$ cat src/rtl/clock_period_meter.sv
// Measures period and high time of an asynchronous slow clock in clk cycles, with a sticky stall timeout.
// Results appear SYNC_STAGES+1 clk after the in_clk edge; no backpressure, so period_valid is a 1-cycle pulse.
module clock_period_meter #(
    parameter int               CNT_W       = 27,
    parameter int               SYNC_STAGES = 2,
    parameter logic [CNT_W-1:0] MAX_PERIOD  = '1
) (
    input  logic             clk,
    input  logic             rstn,
    input  logic             in_clk,
    input  logic             enable,
    output logic             rise_tick,
    output logic [CNT_W-1:0] period,
    output logic [CNT_W-1:0] high_time,
    output logic             period_valid,
    output logic             timeout
);
    typedef enum logic [1:0] {IDLE, ARM, MEASURE} state_t;

    localparam logic [CNT_W-1:0] ONE = 1;

    state_t                 state;
    logic [SYNC_STAGES-1:0] sync_q;
    logic                   s;
    logic                   s_d;
    logic                   rise;
    logic [CNT_W-1:0]       cnt;
    logic [CNT_W-1:0]       hcnt;

    assign s    = sync_q[SYNC_STAGES-1];
    assign rise = s & ~s_d;

    // Synchronizer keeps running while disabled so the edge detector is valid on re-enable.
    always_ff @(posedge clk or negedge rstn) begin
        if (!rstn) begin
            sync_q <= '0;
            s_d    <= 1'b0;
        end else begin
            sync_q <= {sync_q[SYNC_STAGES-2:0], in_clk};
            s_d    <= s;
        end
    end

    always_ff @(posedge clk or negedge rstn) begin
        if (!rstn) begin
            state        <= IDLE;
            cnt          <= '0;
            hcnt         <= '0;
            rise_tick    <= 1'b0;
            period       <= '0;
            high_time    <= '0;
            period_valid <= 1'b0;
            timeout      <= 1'b0;
        end else begin
            rise_tick    <= enable & rise;
            period_valid <= 1'b0;
            if (!enable) begin
                state   <= IDLE;
                cnt     <= '0;
                hcnt    <= '0;
                timeout <= 1'b0;
            end else begin
                case (state)
                    IDLE: state <= ARM;
                    ARM: begin
                        if (rise) begin
                            cnt   <= ONE;
                            hcnt  <= ONE;
                            state <= MEASURE;
                        end
                    end
                    MEASURE: begin
                        // A rise landing on the last allowed cycle is a valid period, not a timeout.
                        if (rise) begin
                            period       <= cnt;
                            high_time    <= hcnt;
                            period_valid <= 1'b1;
                            timeout      <= 1'b0;
                            cnt          <= ONE;
                            hcnt         <= ONE;
                        end else if (cnt == MAX_PERIOD) begin
                            timeout <= 1'b1;
                            state   <= ARM;
                        end else begin
                            cnt  <= cnt + ONE;
                            hcnt <= hcnt + {{(CNT_W-1){1'b0}}, s};
                        end
                    end
                    default: state <= IDLE;
                endcase
            end
        end
    end
endmodule

$ cat config.mk
export PLATFORM = sky130hd
export DESIGN_NAME = clock_period_meter
export DESIGN_NICKNAME = d
export VERILOG_FILES = /design/src/rtl/clock_period_meter.sv
export SDC_FILE = /design/constraint.sdc
export NUM_CORES = 1
export LEC_CHECK = 0
export ABC_AREA = 1
export CORE_MARGIN = 2
export CORE_UTILIZATION = 50
export CTS_CLUSTER_SIZE = 10
export DETAILED_ROUTE_END_ITERATION = 8
export HOLD_SLACK_MARGIN = 0.02
export PLACE_DENSITY = 0.71
export SYNTH_ARGS = -nofsm -noshare
export SYNTH_HDL_FRONTEND = slang
export SYNTH_SLANG_ARGS = --single-unit
$ cat constraint.sdc
create_clock -name clk -period 2.4 [get_ports clk]
set_input_delay 0.24 -clock clk [delete_from_list [all_inputs] [get_ports clk]]
set_output_delay 0.24 -clock clk [all_outputs]
set_load 0.02 [all_outputs]
After elaboration in Yosys (flattened, before gate mapping)
Cells that the tools add are included.
{"block": "word_totals", "elab_cells": 51, "register_bits": 116, "in_bits": 4, "output_inout_bits": 57}
{"block": "op_classes", "bitwise": 3, "eq_ne": 10, "n_addsub": 2, "mux": 21, "n_reduce_logical": 5}
{"operator": "$mux 27", "n": 7}
{"operator": "$pmux 27 s2", "n": 2}
{"operator": "$add 27x1->27", "n": 1}
{"operator": "$add 27x1->27 const B", "n": 1}
{"operator": "$eq 27x27->1 const B", "n": 1}
{"operator": "$ne 3x3->1 const B", "n": 3}
{"operator": "$reduce_and 3->1", "n": 3}
{"operator": "$mux 2", "n": 4}
{"operator": "$mux 1", "n": 7}
{"operator": "$ne 3x1->1 const B", "n": 2}
{"operator": "$pmux 2 s3", "n": 1}
{"operator": "$ne 4x4->1 const B", "n": 1}
{"operator": "$and 1x1->1", "n": 2}
{"operator": "$eq 2x1->1 const B", "n": 1}
{"operator": "$eq 2x2->1 const B", "n": 1}
{"operator": "$logic_not 2->1", "n": 1}
{"operator": "$ne 2x1->1 const B", "n": 1}
{"operator": "$reduce_and 2->1", "n": 1}
{"operator": "$not 1->1", "n": 1}

Logic depth before layout (Yosys ltp)
{"block": "depth", "depth_word": 5, "ltp_mapped": 11, "depth_no_buf": 11}

Worst setup path after synthesis
OpenSTA, ideal clock, no wires.
{"block": "synth_timing", "kind": "reg2reg", "start": "register sync_q[1]", "end": "register hcnt[22]", "t_arrival_ns": 1.712, "path_stages_with_launch": 12, "n_path_buf": 0, "required_time_ns": 2.284, "synth_period_minus_slack_ns": 1.829, "path_slack_ns": 0.571, "setup_ns": 0.116, "path_cell_list": "dfrtp_1 -> ha_1 -> ha_1 -> nand2_1 -> nor2_2 -> nand3_1 -> nor3_2 -> nand2_1 -> nand2_1 -> nand2_1 -> nand2_1 -> nand2_1"}
{"block": "synth_between", "elab_chain_len": 5, "elab_cells_between_ends": 9, "classes_between": "add/sub (1); eq/ne (2); mux (4); bitwise (1); reduce/logical (1)"}
{"item": "start: declaration", "line": "23", "rtl": "logic [SYNC_STAGES-1:0] sync_q;"}
{"item": "start signal: assignment", "line": "39", "rtl": "sync_q <= {sync_q[SYNC_STAGES-2:0], in_clk};"}
{"item": "$add 27x1->27", "line": "86", "rtl": "hcnt <= hcnt + {{(CNT_W-1){1'b0}}, s};"}
{"item": "$mux 27", "line": "81", "rtl": "end else if (cnt == MAX_PERIOD) begin"}
{"item": "$mux 27", "line": "74", "rtl": "if (rise) begin"}
{"item": "$pmux 27 s2", "line": "63", "rtl": "case (state)"}
{"item": "$mux 27", "line": "57", "rtl": "if (!enable) begin"}
{"item": "end signal: assignment", "line": "86"}
{"item": "end: declaration", "line": "28", "rtl": "logic [CNT_W-1:0] hcnt;"}
Several ways; a longest one is shown, not always the timed one. The select of a mux whose other input is x is not followed.
A chain may end at the register's enable or synchronous reset.

Worst setup path in the final report
{"block": "layout_timing", "start": "register hcnt[0]", "end": "register hcnt[22]"}
{"block": "layout_between", "elab_chain_len": 5}
{"item": "$add 27x1->27", "line": "86"}
{"item": "$mux 27", "line": "81"}
{"item": "$mux 27", "line": "74"}
{"item": "$pmux 27 s2", "line": "63"}
{"item": "$mux 27", "line": "57"}
No other way between the ends. The select of a mux whose other input is x is not followed.

==> flow_metrics.tcl <==
set metrics [dict create \
    synthesis.yosys.warnings 0 \
    timing.final.crit_share_pct 88.1 \
    hold_viol_final 0 \
    max_cap_viol_count 0 \
    route.detailed.vias_per_inst 5.31 \
    setup_tns_ns 0 \
    initial_core_util_pct 50.7 \
    die_height_um 114 \
    critical-path-slowest-cell "dfrtp_1" \
    origin_of_the_critical_flop_to_flop_path "hcnt[0]$_DFFE_PN0P_" \
    cts.root.buffer_cell "clkbuf_16" \
    final_nets 836 \
    clkSinkCount 116 \
    route.antenna.remaining_nets 0 \
    1st_pass_router_iterations 4 \
    core.rowCount 40 \
    rsz_0062_raised_after_global_routing "no" \
    detail_route.wl_per_cell_um 14.8 \
    area_growth_syn_to_layout_pct 22.0 \
    post-cts-setup-buffers 0 \
    power.share.sequential_pct 42.2 \
    detailed_place.area_um2 6850 \
    sequential_to_total_area_share_from_yosys_stat_pct 48.1 \
    die_area_um2 13000 \
    grt_start_max_net_pins 58 \
    vdd_drop_max_v 0.000470 \
    yosysTopAreaCellShare_pct 48.1 \
    cts_tree "done" \
    critPathArrivalTime_ns 2.42 \
    power.combinational.fraction_pct 16.0 \
    top_level_ports 61 \
    power.switching_fraction_pct 25.5 \
    critical_path.endpoint_type "register" \
    setup.reg_to_reg.worst_slack_ns 0.29 \
    inserted_clock_buffers 17 \
    worstSetupStartpointType "register" \
    routed_wirelength_um 14500 \
    place.gp.congestion 0.930 \
    power.net_switching_uw 1330 \
    setup_viol 0 \
    first_global_vias 5106 \
    cp_data_required_time_ns 2.70 \
    post-synth-top-area-cell "dfrtp_1" \
    timing.hold.worst.class "in2async" \
    final.setup_skew_ns 0.00646 \
    worst-path-max-fanout 7 \
    final_standard_cell_area_without_fillers_um2 7370 \
    drive_gt1_share_pct 11.4 \
    grt_first_pass_wirelength_um 24700 \
    fmax_ghz 0.473 \
    die_width_um 114 \
    synthTopCellsByArea "dfrtp_1, nand2_1, nor2_1, nand3_1, mux2_2" \
    dp_hpwl_um 10400 \
    drc 0 \
    critPathMostFrequentCell "nand2_1" \
    clkLatencyLatePin_ns 0.42 \
    cts.reportedPaths.clkPinSlew_ns 0.05 \
    powerDensity_nw_per_um2 710 \
    register_area_um2 2900 \
    vias 5207 \
    most-common-layout-cells "nand2_1, dfrtp_1, nor2_1, inv_1, nand3_1" \
    drtIter0Drc 235 \
    worst_slew_margin_rel_pct 66.3 \
    crit-reg2reg-capture "hcnt[22]$_DFFE_PN0P_" \
    clkPwrFrac_pct 41.8 \
    multi_input_comb_area_um2 2750 \
    run_status "finished clean" \
    antenna_violations_before_repair 0 \
    grt_util_all_layers_pct 24.4 \
    synth_cells 758 \
    leakage_power_of_the_design_uw 0.00344 \
    timing.critical_path.cells "ha_1 -> ha_1 -> nand2_1 -> nor2_4 -> nand3_1 -> nor3_4 -> nand2_1 -> nand2_1 -> nand2_1 -> nand2_1 -> nand2_1" \
    most_common_library_cell_in_the_layout_ignoring_fill_and_taps "nand2_1" \
    synthesis.nets 765 \
    cts_buffer_depth 2 \
    overflow 0 \
    core_region_area_um2 11900 \
    mappedNetlistArea_um2 6040 \
    fin_crit_ns 2.11 \
    tightest_slew_ns 0.504 \
    antenna_cells 0 \
    synth-seq-cells 116 \
    post_synthesis_mean_instance_area_um2 7.97 \
    clock_tree.htree_level_count 4 \
    port_buffers 60 \
    internal_power_uw 3900 \
    final-max-slew-violation-count 0 \
    reg2reg_depth 11 \
    fillCellCount 1089 \
    worst_path_largest_cell_delay_ns 0.37 \
    worst-setup-path-type "reg2reg" \
    yosysUniqueCellTypes 39 \
]
==> stage by stage <==
step / util (%) / total power, uW / worst slack [ns] / cells / hold WS (ns)
detailed placement: 57.5 / 3080 / 0.197 / 956 / 0.133
global placement: 57.5 / 3070 / 0.318 / 956 / 0.129
finish: 61.9 / 5230 / 0.286 / 981 / 0.240
global route: 61.9 / 5460 / 0.0725 / 981 / 0.266
CTS: 61.8 / 5290 / 0.184 / 981 / 0.244
floorplan: - / 2660 / 0.571 / 758 / -0.0556
==> critical path, delay by kind of cell, from the launching register on <==
| kind | cells | cell delay [ns] |
|---|---|---|
| AND/OR/NAND/NOR | 9 | 1.09 |
| adder cells (fa/ha/maj) | 2 | 0.52 |
| flip-flops | 1 | 0.37 |
==> power by group through the flow <==
stage                     Sequential [uW]  Clock (uW)  Combinational [uW]
after detailed placement             2240           0                 842
after CTS                            2210        2220                 851
after floorplan                      2430           0                 234
after global placement               2230           0                 837
final                                2210        2190                 838
after global routing                 2230        2320                 906
==> logic make-up after synthesis <==
| logic type | share of synthesized area [%] |
|---|---|
| AND/OR/NAND/NOR | 31.5 |
| adder cells (fa/ha/maj) | 0.622 |
| multiplexers | 4.29 |
| AO/OA/AOI/OAI | 6.96 |
| buffers and inverters | 6.71 |
| XOR/XNOR | 1.89 |
| flip-flops | 48.1 |
==> sequential cells by signal, indices dropped and copies added, names as in the netlist <==
signal,cells
state,2
period,27
rise_tick,1
hcnt,27
timeout,1
cnt,27
period_valid,1
high_time,27
s_d,1
sync_q,2
==> layer usage <==
metal	wire length, um	global-route usage, %	vias to the layer above
met2	7120	40.4	133
met4	391	10.4	0
met1	6360	31.3	2463
met3	629	4.84	26
li1	-	-	2585
met5	0	0	-
==> repair_timing <==
| action | 4_1_cts | 5_1_grt |
|---|---|---|
| hold buffers | 1 | 0 |
| setup endpoints to repair | 0 | 2 |
| hold endpoints to repair | 60 | 0 |
| resized for setup | 0 | 2 |
==> layout make-up <==
cell class              instances  area share, %
clock buffers                  24           6.81
inverters                      70           3.60
multi-input cells             547           37.3
flip-flops and latches        116           39.4
well taps                     147           2.50
repair buffers                 77           10.4
==> cell usage after synthesis, drive strengths merged <==
master	n
nand2	223
inv	70
clkbuf	9
nor4	1
o31ai	1
mux2	23
or2	1
ha	3
a21o	1
a21boi	1
o21a	1
o21bai	4
a21oi	31
buf	16
nor3	16
xor2	7
o21ai	30
a31oi	1
nand4	24
nor2	105
dfrtp	116
xnor2	6
nand3	66
nand3b	2
==> how the worst max path moves through the flow <==
stage	end	depth (start not counted)	slack (ns)	start
6_report	hcnt[22]$_DFFE_PN0P_	11	0.29	hcnt[0]$_DFFE_PN0P_
5_1_grt	hcnt[26]$_DFFE_PN0P_	11	0.07	hcnt[0]$_DFFE_PN0P_
4_1_cts	hcnt[22]$_DFFE_PN0P_	11	0.18	hcnt[0]$_DFFE_PN0P_
3_5_place_dp	hcnt[22]$_DFFE_PN0P_	11	0.20	hcnt[0]$_DFFE_PN0P_
3_3_place_gp	hcnt[26]$_DFFE_PN0P_	11	0.32	sync_q[1]$_DFF_PN0_
2_1_floorplan	hcnt[22]$_DFFE_PN0P_	11	0.57	sync_q[1]$_DFF_PN0_
(Power assumes the default switching activity.)
